`src/rtl/video_timing_gen_multimode.sv`:
```
// Multi-mode raster timing generator. It selects per-mode limits from a parameter table,
// switches modes only at frame boundaries, and registers all sync, de, coordinate and strobe outputs.
module video_timing_gen_multimode #(
    parameter int NMODES = 2,
    parameter int CW     = 12,
    parameter int H_ACTIVE [NMODES] = '{32'd1280, 32'd640},
    parameter int H_FP     [NMODES] = '{32'd110,  32'd16},
    parameter int H_SW     [NMODES] = '{32'd40,   32'd96},
    parameter int H_BP     [NMODES] = '{32'd220,  32'd48},
    parameter int V_ACTIVE [NMODES] = '{32'd720,  32'd480},
    parameter int V_FP     [NMODES] = '{32'd5,    32'd10},
    parameter int V_SW     [NMODES] = '{32'd5,    32'd2},
    parameter int V_BP     [NMODES] = '{32'd20,   32'd33},
    parameter bit HS_POL   [NMODES] = '{1'b1, 1'b0},
    parameter bit VS_POL   [NMODES] = '{1'b1, 1'b0},
    parameter int X_SCALE  = 0,
    parameter int Y_SCALE  = 0,
    localparam int MW = (NMODES > 1) ? $clog2(NMODES) : 1
) (
    input  logic          clk_i,
    input  logic          rst_i,
    input  logic          enable_i,
    input  logic [MW-1:0] mode_sel_i,
    output logic          hs_o,
    output logic          vs_o,
    output logic          de_o,
    output logic [CW-1:0] x_o,
    output logic [CW-1:0] y_o,
    output logic [CW-1:0] x_scaled_o,
    output logic [CW-1:0] y_scaled_o,
    output logic          frame_start_o,
    output logic          line_start_o,
    output logic [MW-1:0] cur_mode_o,
    output logic          mode_err_o
);

    typedef enum logic [0:0] {
        ST_IDLE = 1'b0,
        ST_RUN  = 1'b1
    } state_t;

    state_t        state_r, state_s;
    logic [CW-1:0] h_r, v_r, h_s, v_s;
    logic [MW-1:0] cur_mode_r, cur_mode_s;
    logic [MW-1:0] pend_mode_r, pend_mode_s;
    logic          pend_valid_r, pend_valid_s;
    logic          sel_valid_s, sel_err_s, wrap_s, apply_s;

    logic [CW-1:0] h_act_s, hs_beg_s, hs_end_s, h_last_s;
    logic [CW-1:0] v_act_s, vs_beg_s, vs_end_s, v_last_s;
    logic          hs_pol_s, vs_pol_s;
    logic          run_s, de_s, hs_act_s, vs_act_s, fs_s, ls_s;

    // Region limits of the mode currently driving the raster
    always_comb begin
        h_act_s  = CW'(H_ACTIVE[cur_mode_r]);
        hs_beg_s = CW'(H_ACTIVE[cur_mode_r] + H_FP[cur_mode_r]);
        hs_end_s = CW'(H_ACTIVE[cur_mode_r] + H_FP[cur_mode_r] + H_SW[cur_mode_r]);
        h_last_s = CW'(H_ACTIVE[cur_mode_r] + H_FP[cur_mode_r] + H_SW[cur_mode_r]
                       + H_BP[cur_mode_r] - 32'sd1);
        v_act_s  = CW'(V_ACTIVE[cur_mode_r]);
        vs_beg_s = CW'(V_ACTIVE[cur_mode_r] + V_FP[cur_mode_r]);
        vs_end_s = CW'(V_ACTIVE[cur_mode_r] + V_FP[cur_mode_r] + V_SW[cur_mode_r]);
        v_last_s = CW'(V_ACTIVE[cur_mode_r] + V_FP[cur_mode_r] + V_SW[cur_mode_r]
                       + V_BP[cur_mode_r] - 32'sd1);
        hs_pol_s = HS_POL[cur_mode_r];
        vs_pol_s = VS_POL[cur_mode_r];
    end

    // Mode request tracking; the current cycle's sample takes part in an apply on this edge
    always_comb begin
        sel_valid_s  = 1'b0;
        sel_err_s    = 1'b0;
        pend_valid_s = pend_valid_r;
        pend_mode_s  = pend_mode_r;
        cur_mode_s   = cur_mode_r;
        if (NMODES > 1) begin
            if (32'(mode_sel_i) < 32'(NMODES)) begin
                sel_valid_s = 1'b1;
            end else begin
                sel_err_s = 1'b1;
            end
        end else begin
            sel_valid_s = 1'b0;
        end
        if (sel_valid_s) begin
            if (mode_sel_i != cur_mode_r) begin
                pend_valid_s = 1'b1;
                pend_mode_s  = mode_sel_i;
            end else begin
                pend_valid_s = 1'b0;
            end
        end else begin
            pend_valid_s = pend_valid_r;
        end
        wrap_s  = (state_r == ST_RUN) && (h_r == h_last_s) && (v_r == v_last_s);
        apply_s = pend_valid_s && ((state_r == ST_IDLE) || wrap_s);
        if (apply_s) begin
            cur_mode_s   = pend_mode_s;
            pend_valid_s = 1'b0;
        end else begin
            cur_mode_s = cur_mode_r;
        end
    end

    // Raster FSM next state and counter advance; a disable aborts the frame at once
    always_comb begin
        state_s = state_r;
        h_s     = h_r;
        v_s     = v_r;
        case (state_r)
            ST_IDLE: begin
                h_s = {CW{1'b0}};
                v_s = {CW{1'b0}};
                if (enable_i) begin
                    state_s = ST_RUN;
                end else begin
                    state_s = ST_IDLE;
                end
            end
            ST_RUN: begin
                if (!enable_i) begin
                    state_s = ST_IDLE;
                    h_s     = {CW{1'b0}};
                    v_s     = {CW{1'b0}};
                end else if (h_r == h_last_s) begin
                    h_s = {CW{1'b0}};
                    if (v_r == v_last_s) begin
                        v_s = {CW{1'b0}};
                    end else begin
                        v_s = v_r + CW'(1'b1);
                    end
                end else begin
                    h_s = h_r + CW'(1'b1);
                end
            end
            default: begin
                state_s = ST_IDLE;
                h_s     = {CW{1'b0}};
                v_s     = {CW{1'b0}};
            end
        endcase
    end

    // Output decode of the present counter position
    always_comb begin
        run_s    = (state_r == ST_RUN);
        de_s     = run_s && (h_r < h_act_s) && (v_r < v_act_s);
        hs_act_s = run_s && (h_r >= hs_beg_s) && (h_r < hs_end_s);
        vs_act_s = run_s && (v_r >= vs_beg_s) && (v_r < vs_end_s);
        fs_s     = run_s && (h_r == {CW{1'b0}}) && (v_r == {CW{1'b0}});
        ls_s     = run_s && (h_r == {CW{1'b0}});
    end

    // Raster state, counters and mode bookkeeping
    always_ff @(posedge clk_i or posedge rst_i) begin
        if (rst_i) begin
            state_r      <= ST_IDLE;
            h_r          <= {CW{1'b0}};
            v_r          <= {CW{1'b0}};
            cur_mode_r   <= {MW{1'b0}};
            pend_mode_r  <= {MW{1'b0}};
            pend_valid_r <= 1'b0;
        end else begin
            state_r      <= state_s;
            h_r          <= h_s;
            v_r          <= v_s;
            cur_mode_r   <= cur_mode_s;
            pend_mode_r  <= pend_mode_s;
            pend_valid_r <= pend_valid_s;
        end
    end

    // Registered outputs, one cycle behind the counter position they describe
    always_ff @(posedge clk_i or posedge rst_i) begin
        if (rst_i) begin
            hs_o          <= ~HS_POL[0];
            vs_o          <= ~VS_POL[0];
            de_o          <= 1'b0;
            x_o           <= {CW{1'b0}};
            y_o           <= {CW{1'b0}};
            x_scaled_o    <= {CW{1'b0}};
            y_scaled_o    <= {CW{1'b0}};
            frame_start_o <= 1'b0;
            line_start_o  <= 1'b0;
            cur_mode_o    <= {MW{1'b0}};
            mode_err_o    <= 1'b0;
        end else begin
            hs_o          <= hs_act_s ? hs_pol_s : ~hs_pol_s;
            vs_o          <= vs_act_s ? vs_pol_s : ~vs_pol_s;
            de_o          <= de_s;
            x_o           <= h_r;
            y_o           <= v_r;
            x_scaled_o    <= h_r >> X_SCALE;
            y_scaled_o    <= v_r >> Y_SCALE;
            frame_start_o <= fs_s;
            line_start_o  <= ls_s;
            cur_mode_o    <= cur_mode_s;
            mode_err_o    <= mode_err_o | sel_err_s;
        end
    end

endmodule

```
`config.mk`:
```
export PLATFORM = sky130hd
export DESIGN_NAME = video_timing_gen_multimode
export DESIGN_NICKNAME = d
export VERILOG_FILES = /design/src/rtl/video_timing_gen_multimode.sv
export SDC_FILE = /design/constraint.sdc
export NUM_CORES = 1
export LEC_CHECK = 0
export CELL_PAD_IN_SITES_DETAIL_PLACEMENT = 1
export CELL_PAD_IN_SITES_GLOBAL_PLACEMENT = 2
export CORE_ASPECT_RATIO = 1.25
export CORE_MARGIN = 8
export CORE_UTILIZATION = 33
export CTS_CLUSTER_SIZE = 28
export DETAILED_ROUTE_END_ITERATION = 8
export GPL_ROUTABILITY_DRIVEN = 0
export PLACE_DENSITY_LB_ADDON = 0.1
export SYNTH_ARGS = -nofsm -noshare
export SYNTH_HDL_FRONTEND = slang
export SYNTH_SLANG_ARGS = --single-unit
export TNS_END_PERCENT = 20
```
`constraint.sdc`:
```
create_clock -name clk_i -period 3.7 [get_ports clk_i]
set_input_delay 1.11 -clock clk_i [delete_from_list [all_inputs] [get_ports clk_i]]
set_output_delay 1.11 -clock clk_i [all_outputs]
set_load 0.03 [all_outputs]
```
==> After elaboration in Yosys (flattened, before gate mapping) <==
Index checks and enable logic that the tools add are counted.
{ "word_totals": {"reg_bits": 56, "latchBits": 0, "ram_bits": 0, "rom_bits": 0, "in_bits": 4, "output_inout_bits": 55, "wordCells": 89, "mem_count": 0} }
{ "classes": {"add_sub_neg": 10, "mul": 0, "div_mod_pow": 0, "n_lt_le_gt_ge": 7, "n_eq_ne": 4, "shift": 0, "n_mux": 39, "bitwise": 3, "n_reduce_logical": 14} }
{ "op_table": {"columns": ["op", "n"], "rows": [
  ["12-bit two-way mux", 21],
  ["12-bit adder", 6],
  ["12-bit < comparator", 4],
  ["12-bit case mux with 2 select lines", 2],
  ["12-bit by 1-bit adder with 12-bit output, second input constant", 2],
  ["12-bit == test", 2],
  ["12-bit greater-or-equal comparator", 2],
  ["12-bit logical NOT", 2],
  ["12-bit by 2-bit subtractor with 12-bit output, second input constant", 2],
  ["7-bit two-way mux", 2],
  ["1-bit logical AND", 11],
  ["11-bit two-way mux", 1],
  ["10-bit two-way mux", 1],
  ["1-bit two-way mux", 8],
  ["8-bit two-way mux", 1],
  ["6-bit two-way mux", 1],
  ["4-bit two-way mux", 1],
  ["3-bit two-way mux", 1],
  ["3-bit by 2-bit != test with 1-bit output, second input constant", 1],
  ["2-bit greater-or-equal comparator, second input constant", 1],
  ["1-bit inverter", 2],
  ["1-bit inverter with 2-bit output", 1],
  ["1-bit logical OR", 1],
  ["1-bit != test", 1]
]} }

==> Longest topological paths before layout <==
{ "depth": {"depth_word": 13, "depth_mapped": 8, "ltp_nobuf": 7} }

==> Worst setup path before layout <==
OpenSTA, ideal clock, no wires.
{ "synth_path": {"path_type": "register -> register", "start": "reg, netlist name cur_mode_o", "end": "reg v_r[11]", "setup_ns": 0.064, "arrival_ns": 2.799, "t_required_ns": 3.636, "slack_ns": 0.838, "path_stages_with_launch": 9, "path_buffers": 1, "period_less_slack_ns": 2.862, "cell_sequence": "dfrtp_1 > inv_1 > ha_1 > nor4_2 > nand4_2 > or3_1 > buf_6 > nor4_2 > a21o_1"} }
{ "synth_rtl": {"columns": ["item", "line_no", "rtl"], "rows": [
  ["end signal, assigned", "160", "v_r <= {CW{1'b0}};"],
  ["end signal, assigned", "167", "v_r <= v_s;"],
  ["end, declared", "43", "logic [CW-1:0] h_r, v_r, h_s, v_s;"]
]} }

==> Final worst setup path <==
{ "layout_path": {"start": "reg cur_mode_o", "end": "out cur_mode_o"} }
{ "layout_rtl": {"columns": ["item", "line_no", "rtl"], "rows": [
  ["start, declared", "33", "output logic [MW-1:0] cur_mode_o,"],
  ["start signal, assigned", "186", "cur_mode_o <= {MW{1'b0}};"],
  ["start signal, assigned", "198", "cur_mode_o <= cur_mode_s;"]
]} }
No word-level cell between the ends.

==> reports/metrics.sh <==
STATUS='finished clean'
SYNTHESIS.AREA_SQ_UM=2980
ROW_COUNT=38
SHARE_SEQ_OF_TOTAL_POWER_PCT=56.6
TRACK_USAGE_PCT=13.1
CLKSLEWWORSTSETUPHOLDPATHS_NS=0.10
REMAINING_GLOBAL_ROUTE_OVERFLOW=0
PWR-SHARE-CLK_PCT=31.1
CRITPATHREQUIREDTIME_NS=2.59
VIA_DENSITY_PER_INSTANCE=4.92
WORST-SETUP-PATH-TYPE='flip-flop to primary output'
SYNTH-EDFF-COUNT=0
SYNTH-SEQ-CELLS=55
CLOCK.FMAX_MHz=369
GRT_PASS1_VIAS=2312
YS_WARN_COUNT=0
WORSTREGTOREGCELLS=7
SETUP-TNS-FINAL_NS=0
DIEHEIGHT_UM=122
FIN_SKEW_NS=0.0134
YOSYS-TOP-CELLS-COUNT='sky130_fd_sc_hd__dfrtp_1, sky130_fd_sc_hd__ha_1, sky130_fd_sc_hd__buf_4, sky130_fd_sc_hd__nand2_1, sky130_fd_sc_hd__nor2_1'
CLOCK_SINK_COUNT=55
WORST_PIN_SLEW_NS=0.674
SYNTHCELLS=283
VDD_IR_DROP_MAX_mV=0.141
NUMPORTBUFFERS=57
POWER.INTERNAL_uW=797
GRT_SETUP_UNREPAIRED='false'
CTS_RESIZED=0
LARGEST_NET_DEGREE_AT_THE_START_OF_GLOBAL_ROUTING=56
CELLLEAKAGEPOWER_uW=0.00163
NET_COUNT_REPORTED_AT_FINISH=354
POWER.NET_SWITCHING_uW=288
LAYOUT.AREA.SEQ_SQ_UM=1380
YOSYS.CELL_TYPES.COUNT=47
WORST_HOLD_PATH_CLASS='flip-flop to flip-flop'
YOSYSMOSTFREQUENTCELL='sky130_fd_sc_hd__dfrtp_1'
POST-CTS-SETUP-BUFFERS=0
YOSYS_MOST_USED_DFF='sky130_fd_sc_hd__dfrtp_1'
DETAILEDROUTE.FIRSTPASSITERATIONCOUNT=4
NETSWITCHINGFRACTION_PCT=26.6
AREA_OVERHEAD_OF_THE_LAYOUT_RELATIVE_TO_SYNTHESIS_PCT=21.2
CTSROOTBUFFERMASTER='sky130_fd_sc_hd__clkbuf_8'
FP.COREAREA_SQ_UM=8750
CRITICAL_PATH.MAX_FANOUT=15
MAXCAPVIOLATIONS=0
LAYOUT.FILLER_CELLS=1022
CLOCK_INSERTION_DELAY_WORST_SKEW_NS=0.31
ANTENNA_FOUND_INITIAL=0
DRIVE_GT1_SHARE_PCT=6.19
FLOORPLAN.INITIALDENSITY_PCT=34.1
SYNTHTOPCELLSBYAREA='sky130_fd_sc_hd__dfrtp_1, sky130_fd_sc_hd__ha_1, sky130_fd_sc_hd__buf_4'
NUM_VIAS=2178
CTS_MAX_LEVEL=2
POSTLAYOUTCOREUTIL_PCT=41.3
MULTI_INPUT_AREA_SQ_UM=1340
DRT-INITIAL-DRC-COUNT=76
SLEW_HEADROOM_PCT=54.9
REMAINING_DRCS=0
SETUP_VIOLATIONS=0
DETAILED_PLACEMENT_HPWL_UM=5900
DIEAREA_SQ_UM=12300
CLK_PATH_BUF_DEPTH=2
PERIOD_MINUS_SLACK_NS=2.71
SYN_NETS=315
CP_DATA_ARRIVAL_TIME_NS=1.60
CTS_HOLD_BUF=0
PRECTSSETUPSLACK_NS=0.788
COMBINATIONALPOWERSHARE_PCT=12.3
SETUP_WS_NS=0.988
CP-END-KIND='primary output'
MIN_DELAY_PATH_DEPTH=0
ANTENNA_VIOLATING_NETS_POST_ROUTE=0
NETLIST.TOP_CELL.BY_AREA='sky130_fd_sc_hd__dfrtp_1'
ASYNCSETRESETFLOPFRACSYNTH_PCT=100
TIMING_MAX_TRANSITION_VIOLATIONS_FINAL=0
WIRELENGTH_UM=7820
SYNTH_TOP_AREA_SHARE_PCT=46.2
ROUTE.DETAILED.WL_PER_INST_UM=17.6
POST_SYNTHESIS_SEQUENTIAL_AREA_RATIO_PCT=46.2
TIMING.CRITICAL_PATH.FROM_TYPE='flip-flop'
IOS=59
AVGSYNTHCELLAREA_SQ_UM=10.5
GRT_FIRST_PASS_WIRELENGTH_UM=12600
TRITONCTS='done'
COUNT_OF_ANTENNA_DIODES_IN_THE_LAYOUT=0
DIE_W_UM=101
POWER_DENSITY_nW_PER_UM2=301
ROUTE.LAYER.MET1.WL_UM=3140
WL_MET3_UM=259
FINAL_MIN_PERIOD_OVER_CLOCK_PERIOD_PCT=73.3
FINALHOLDVIOLCOUNT=0
ROUTED-WL-MET2_UM=4330
NUM_CTS_BUFFERS=5
TOP_SIGNAL_LAYER_USED='met4'
-- power groups by stage --
stage / Combinational, uW / Sequential (uW) / Clock (uW)
finish: 133 / 614 / 338
global route: 150 / 616 / 376
CTS: 137 / 615 / 356
detailed placement: 136 / 627 / 0
global placement: 134 / 626 / 0
floorplan: 71.1 / 643 / 0
-- logic make-up after synthesis --
logic type | count (synthesis) | share of synthesized area, %
muxes | 1 | 0.378
buffers and inverters | 41 | 8.82
and+or+nand+nor | 102 | 19.2
adders and majority gates | 28 | 11.8
AOI/OAI and AO/OA | 43 | 10.0
DFF | 55 | 46.2
xor gates and xnor gates | 12 | 3.53
other | 1 | 0.126
-- sequential cells by signal (all words and copies together) (netlist names) --
| name | flops |
|---|---|
| run_s | 1 |
| de_o | 1 |
| vs_o | 1 |
| cur_mode_o | 1 |
| line_start_o | 1 |
| h_r | 12 |
| x_scaled_o | 12 |
| y_scaled_o | 12 |
| v_r | 12 |
| hs_o | 1 |
| frame_start_o | 1 |
-- worst paths after layout --
kind	from	endpoint	slack, ns
worst max-delay path	cur_mode_o$_DFFE_PP0P_	cur_mode_o	0.99
worst min-delay path	h_r[1]$_DFF_PP0_	x_scaled_o[1]$_DFF_PP0_	0.47
min in group asynchronous	rst_i	h_r[3]$_DFF_PP0_	1.16
worst min register to register	h_r[1]$_DFF_PP0_	x_scaled_o[1]$_DFF_PP0_	0.47
worst max register to register	cur_mode_o$_DFFE_PP0P_	v_r[6]$_DFFE_PP0P_	1.01
max in group asynchronous	rst_i	x_scaled_o[9]$_DFF_PP0_	2.29
-- area by class of cell --
| type | instances | area share (%) |
|---|---|---|
| Clock buffer | 6 | 2.01 |
| Inverter | 13 | 1.35 |
| Multi-Input combinational cell | 187 | 37.1 |
| Sequential cell | 55 | 38.1 |
| Tap cell | 120 | 4.16 |
| Timing Repair Buffer | 60 | 16.8 |
| Clock inverter | 2 | 0.485 |
-- critical path, stage by stage, from the launching register on --
cell,delay [ns]
sky130_fd_sc_hd__dfrtp_1,0.36
sky130_fd_sc_hd__buf_4,0.23
sky130_fd_sc_hd__clkdlybuf4s50_1,0.71
-- metrics by stage --
stage | total power [uW] | instances | instance area [sq um] | hold WS [ns]
2_1_floorplan | 714 | 283 | 2980 | 0.374
3_3_place_gp | 760 | 435 | 3520 | 0.446
3_5_place_dp | 763 | 435 | 3520 | 0.446
4_1_cts | 1110 | 443 | 3610 | 0.471
5_1_grt | 1140 | 443 | 3610 | 0.493
6_report | 1090 | 443 | 3610 | 0.469
-- cells in the final DEF (no fill, tap or decap), drive strengths merged, types with 2 or more instances in the layout --
master	n
nand2	20
xnor2	7
a211oi	2
clkbuf	6
dfrtp	55
nor3	8
nor2	19
nor4	7
xor2	5
and3	7
nor2b	4
nand3	9
buf	3
a21o	7
nand2b	5
and2	3
nand4	6
ha	28
clkdlybuf4s50	57
o21ai	15
a21oi	9
and4	2
or3	2
inv	13
clkinv	2
nor3b	2
-- per-layer routing --
metal	vias up	global-route usage (%)
met2	35	25.4
li1	1050	-
met5	-	0
met3	7	2.04
met1	1086	14.2
met4	0	3.64
Note: power is estimated with default switching activity, not from simulation.
